<file path="config.mk">
export PLATFORM = sky130hd
export DESIGN_NAME = tree_fanout_node
export DESIGN_NICKNAME = d
export VERILOG_FILES = /design/src/rtl/tree_fanout_node.sv
export SDC_FILE = /design/constraint.sdc
export NUM_CORES = 1
export LEC_CHECK = 0
export ABC_AREA = 1
export BUFFER_PORTS_ARGS = -buffer_cell sky130_fd_sc_hd__buf_2
export CAP_MARGIN = 30
export CORE_UTILIZATION = 44
export DETAILED_ROUTE_END_ITERATION = 8
export GPL_TIMING_DRIVEN = 0
export MAX_ROUTING_LAYER = met4
export PLACE_DENSITY = 0.7
export SYNTH_ARGS = -nofsm -noshare
export SYNTH_HDL_FRONTEND = slang
export SYNTH_SLANG_ARGS = --single-unit
</file>
<file path="constraint.sdc">
create_clock -name clk -period 5.25 [get_ports clk]
set_input_delay 0.525 -clock clk [delete_from_list [all_inputs] [get_ports clk]]
set_output_delay 0.525 -clock clk [all_outputs]
set_load 0.01 [all_outputs]
</file>
<file path="src/rtl/tree_fanout_node.sv">
// Tree node: takes one command from the parent, sends it to one child or to all children, and returns one combined response with a timeout.
// Latency: dn_valid in the cycle after accept, rsp_valid one cycle after the last counted done, and a bad index answers in the cycle after accept.
// Backpressure: each dn_valid bit stays up until its dn_ready, and the response is held until rsp_ready; up_ready is high only in IDLE.
module tree_fanout_node #(
    parameter int NUM_CHILDREN = 10,
    parameter int DATA_W       = 32,
    parameter int IDX_W        = (NUM_CHILDREN > 1) ? $clog2(NUM_CHILDREN) : 1,
    parameter int TIMEOUT_CYC  = 255
) (
    input  logic                    clk,
    input  logic                    rst,
    input  logic                    up_valid,
    output logic                    up_ready,
    input  logic                    up_bcast,
    input  logic [IDX_W-1:0]        up_idx,
    input  logic [DATA_W-1:0]       up_data,
    output logic [NUM_CHILDREN-1:0] dn_valid,
    input  logic [NUM_CHILDREN-1:0] dn_ready,
    output logic [DATA_W-1:0]       dn_data,
    input  logic [NUM_CHILDREN-1:0] ch_done,
    input  logic [NUM_CHILDREN-1:0] ch_err,
    output logic                    rsp_valid,
    input  logic                    rsp_ready,
    output logic [1:0]              rsp_status,
    output logic [NUM_CHILDREN-1:0] rsp_mask
);

    localparam int CNT_W = $clog2(TIMEOUT_CYC + 1);
    localparam logic [CNT_W-1:0] CNT_LAST = CNT_W'(TIMEOUT_CYC - 1);
    localparam logic [CNT_W-1:0] CNT_MAX  = CNT_W'(TIMEOUT_CYC);

    localparam logic [1:0] ST_OK      = 2'b00;
    localparam logic [1:0] ST_ERR     = 2'b01;
    localparam logic [1:0] ST_TIMEOUT = 2'b10;
    localparam logic [1:0] ST_BAD_IDX = 2'b11;

    typedef enum logic [1:0] {S_IDLE, S_ISSUE, S_WAIT, S_RESP} state_t;

    state_t                  state, state_nxt;
    logic [1:0]              status_q, status_nxt;
    logic [DATA_W-1:0]       data_q;
    logic [NUM_CHILDREN-1:0] target_q, issued_q, done_q, err_q;
    logic [CNT_W-1:0]        cnt_q;
    logic [NUM_CHILDREN-1:0] hs, done_new, onehot;
    logic                    idx_bad;

    assign idx_bad    = !up_bcast && (int'(up_idx) >= NUM_CHILDREN);
    assign onehot     = NUM_CHILDREN'(1) << up_idx;
    assign dn_data    = data_q;
    assign rsp_status = status_q;
    assign rsp_mask   = done_q;

    always_ff @(posedge clk) begin
        if (rst) begin
            state    <= S_IDLE;
            status_q <= ST_OK;
        end else begin
            state    <= state_nxt;
            status_q <= status_nxt;
        end
    end

    always_comb begin
        state_nxt  = state;
        status_nxt = status_q;
        up_ready   = 1'b0;
        dn_valid   = '0;
        rsp_valid  = 1'b0;
        hs         = '0;
        done_new   = '0;
        case (state)
            S_IDLE: begin
                up_ready = 1'b1;
                if (up_valid) begin
                    state_nxt  = idx_bad ? S_RESP : S_ISSUE;
                    status_nxt = idx_bad ? ST_BAD_IDX : ST_OK;
                end
            end
            S_ISSUE, S_WAIT: begin
                if (state == S_ISSUE) dn_valid = target_q & ~issued_q;
                hs = dn_valid & dn_ready;
                // A child only counts once its command has actually been handed over.
                done_new = ch_done & target_q & (issued_q | hs) & ~done_q;
                if ((done_q | done_new) == target_q) begin
                    state_nxt  = S_RESP;
                    status_nxt = |(err_q | (done_new & ch_err)) ? ST_ERR : ST_OK;
                end else if (cnt_q == CNT_LAST) begin
                    state_nxt  = S_RESP;
                    status_nxt = ST_TIMEOUT;
                end else if (state == S_ISSUE && ((issued_q | hs) & target_q) == target_q) begin
                    state_nxt = S_WAIT;
                end
            end
            S_RESP: begin
                rsp_valid = 1'b1;
                if (rsp_ready) state_nxt = S_IDLE;
            end
            default: state_nxt = S_IDLE;
        endcase
        if (rst) up_ready = 1'b0;
    end

    always_ff @(posedge clk) begin
        if (rst) begin
            data_q   <= '0;
            target_q <= '0;
            issued_q <= '0;
            done_q   <= '0;
            err_q    <= '0;
            cnt_q    <= '0;
        end else begin
            case (state)
                S_IDLE: begin
                    if (up_valid) begin
                        data_q   <= up_data;
                        target_q <= up_bcast ? '1 : (idx_bad ? '0 : onehot);
                        issued_q <= '0;
                        done_q   <= '0;
                        err_q    <= '0;
                        cnt_q    <= '0;
                    end
                end
                S_ISSUE, S_WAIT: begin
                    issued_q <= issued_q | hs;
                    done_q   <= done_q | done_new;
                    err_q    <= err_q | (done_new & ch_err);
                    if (cnt_q != CNT_MAX) cnt_q <= cnt_q + 1'b1;
                end
                default: ;
            endcase
        end
    end

endmodule

</file>
==> results.md <==
- Status: finished, final reports clean
- Gates resized, CTS repair: 0
- Final ANT Viol Nets: 0
- Final global-route overflow total: 0
- Max cap viols: 0
- VDD IR-drop max: 0.227 mV
- Worst-Margin Slew: around 0.66 ns
- Total power: 2.16 mW
- Area share of the largest cell type after synthesis: 40.9%
- # clock sinks: between 80 and 90
- Syn nets: 671
- Rows: 34
- Power per cell area: about 430 nW/µm²
- Sequential fraction of the synthesis area: between 40% and 50%
- GPL Wtd Cong: 0.966
- Number of H-tree levels: 3
- CTS tree: yes
- Dpl ws: 2.84 ns
- First-pass GRT wire length: between 15 and 20 mm
- R2r setup slk: 3.04 ns
- Initial DRC count: 217
- RSZ-0062 raised after global routing: no
- Final Non-Filler Cells: 842
- Static leakage: roughly 2.5 nW
- Via count: 4,398
- Commonest non-fill, non-tap cell in the layout: buf_2
- Setup Viol. Count Final: 0
- Register-to-Register Path Depth: 11
- Yosys cell types: 27
- Reg power frac: 37.7%
- Clock Path Buffers: 2
- Worst hold path endpoint: dn_data[2]
- Core ar.: about 8900 µm²
- Synthesis-to-finish area growth: 23.4%
- Clk slew on worst S/H paths: 0.09 ns
- Dpl cells: around 830
- Worst path slowest cell: ha_1
- Sw Ratio: 41.5%
- Nets: 807
- Routed len/inst: 14.5 µm
- Fin crit share: 53.8%
- Commonest non-fill, non-tap cells in the layout: 128 x buf_2, 100 x nand2_1, 95 x nor2_1
- Total global-route track usage: 26.1%
- Via density: 5.22
- Die width: about 100 µm
- Residual DRC: 0
- HP Start: up_data[2]
- Crit path DAT: 2.30 ns
- Buffers & Inverters on Critical Path: 4
- Post-Syn Area: 4110 µm²
- Drt pass-1 iters: 5
- Syn Area/Cell: 6.93 µm²
- Final WS setup: 2.43 ns
- CP startpoint kind: flip-flop
- Final Hold Vio Count: 0
- Max Slew Vio Count: 0
- Setup Buffers After CTS: 0
- Int Pwr: about 1.3 mW
- Clock root buffer master: clkbuf_8
- Layout cell share with drive strength beyond 1: 23.6%
- Fmax: 354 MHz
- Worst min path class: in -> reg
- Sum Neg Setup Slack: 0 ns
- Synth warnings: 0
- # hold bufs at CTS: 0
- Initial antenna violation count: 0
- Worst slew margin: approximately 56%
- I/O pins: 127
- Hold path cells: 3
- Synth Register Bits: 84
- Top cells by area, synth: dfxtp_1 41%, nand2_1 9.1%, o21ai_0 8.9%, nor2_1 8.7%, inv_1 8.0%
- Cell taking the most area after synthesis: dfxtp_1
- WL final: 12.3 mm
- Crit. End Element: output port
- RR Startpoint: state[0]
- DP HPWL: 9.45 mm
- Worst skew pair latency: around 0.36 ns
- Die ar.: 9730 µm²
- Clock power frac: 22.1%
- Gate power share: 40.1%
- Num CTS Buffers: 9
- Crit path kind: reg -> out
- Starting Density: 46.2%
- Number of global-route vias before repair: 4,193
- Ant diodes: 0
- Clock Skews: approximately 0.012 ns
- CP Max Fanout: 10
- Mapped Cells: roughly 600
- Critical Path RT: 4.72 ns
- Die H: ~99 µm
- Slowest cell delay on critical path: 0.47 ns
- Psw: 0.895 mW
- Delay-heaviest family, CP: buffers and inverters
- Post-DP Area: 4870 µm²
- RR Endpoint: cnt_q[7]
- Port-buffer cells: 125
- Final min period: 2.82 ns
- Post-route cell area: 5070 µm²
- Largest net degree at the start of global routing: 16
- CP Cell Sequence: inv_1 -> ha_1 -> inv_2 -> clkbuf_1 -> nor4_1 -> buf_2
==> power by group through the flow <==
stage | combinational (mW) | clock [mW] | sequential, mW
final | 0.865 | 0.477 | 0.814
after floorplan | 0.544 | 0 | 0.850
after detailed placement | 0.856 | 0 | 0.827
after CTS | 0.860 | 0.483 | 0.813
after global placement | 0.835 | 0 | 0.821
after global routing | 0.962 | 0.508 | 0.829
==> routing by layer <==
metal / vias to the layer above / track usage (%) / routed length [µm] / part of all wire, %
li1: 2184 / - / - / -
met1: 2045 / 31.3 / 5310 / 43
met2: 155 / 44.4 / 6070 / 50
met3: 14 / 4.11 / 693 / 5.7
met4: 0 / 9.30 / 179 / 1.5
met5: - / - / 0 / 0
==> registers in the layout, summed over array words and instances, names as in the netlist <==
register    cells
dn_data        32
target_q       10
err_q          10
issued_q       10
rsp_status      2
rsp_mask       10
cnt_q           8
state           2
==> cell families (layout without fill, tap and decap cells) <==
| family | Yosys count | after routing | share of synthesized area, % |
|---|---|---|---|
| flip-flops | 84 | 84 | 40.9 |
| buffers and inverters | 116 | 257 | 11.4 |
| AO/OA/AOI/OAI | 107 | 107 | 15.4 |
| AND/OR/NAND/NOR | 279 | 279 | 30.1 |
| adder cells (fa/ha/maj) | 7 | 7 | 2.13 |
==> synthesized netlist by cell type <==
| master | n |
|---|---|
| nor2_2 | 4 |
| inv_1 | 88 |
| nand3_2 | 7 |
| o21ai_4 | 1 |
| or2_2 | 1 |
| nor3_1 | 5 |
| buf_6 | 2 |
| o21ai_0 | 73 |
| nand4_1 | 5 |
| and3_1 | 10 |
| ha_1 | 7 |
| inv_2 | 2 |
| buf_12 | 1 |
| nor4_1 | 7 |
| clkbuf_1 | 17 |
| o211a_1 | 1 |
| nand2_2 | 12 |
| buf_2 | 3 |
| dfxtp_1 | 84 |
| a211oi_1 | 4 |
| nor2_1 | 95 |
| a221oi_1 | 19 |
| a21oi_1 | 9 |
| buf_1 | 2 |
| nand2_1 | 100 |
| clkinv_1 | 1 |
| nand3_1 | 33 |
==> through the flow <==
| stage | hold slack [ns] | utilization, % |
|---|---|---|
| floorplan | 0.437 | - |
| global placement | 0.437 | 54.8 |
| detailed placement | 0.441 | 54.8 |
| CTS | 0.407 | 57.0 |
| global route | 0.413 | 57.0 |
| finish | 0.411 | 57.0 |
==> layout make-up <==
type / instances / area (µm²)
Buffer: 25 / 129
Clock buffer: 10 / 128
Clock inverter: 6 / 72.6
Fill cell: 892 / 3820
Inverter: 91 / 342
Multi-Input combinational cell: 393 / 1960
Sequential cell: 84 / 1680
Tap cell: 108 / 135
Timing Repair Buffer: 125 / 626
==> tightest hold or removal path: cells and delay by family <==
kind,cells,cell delay (ns)
AO/OA/AOI/OAI,1,0.07
AND/OR/NAND/NOR,1,0.07
buffers and inverters,1,0.07
==> worst max path at each step <==
| stage | cells past startpoint | to | start | slack (ns) |
|---|---|---|---|---|
| 2_1_floorplan | 5 | dn_valid[1] | state[1] | 3.20 |
| 3_3_place_gp | 6 | dn_valid[6] | state[1] | 2.90 |
| 3_5_place_dp | 6 | dn_valid[3] | state[1] | 2.84 |
| 4_1_cts | 6 | dn_valid[3] | state[1] | 2.45 |
| 5_1_grt | 6 | dn_valid[8] | state[0] | 2.33 |
| 6_report | 6 | dn_valid[6] | state[0] | 2.43 |
Note: power is estimated with default switching activity, not from simulation.
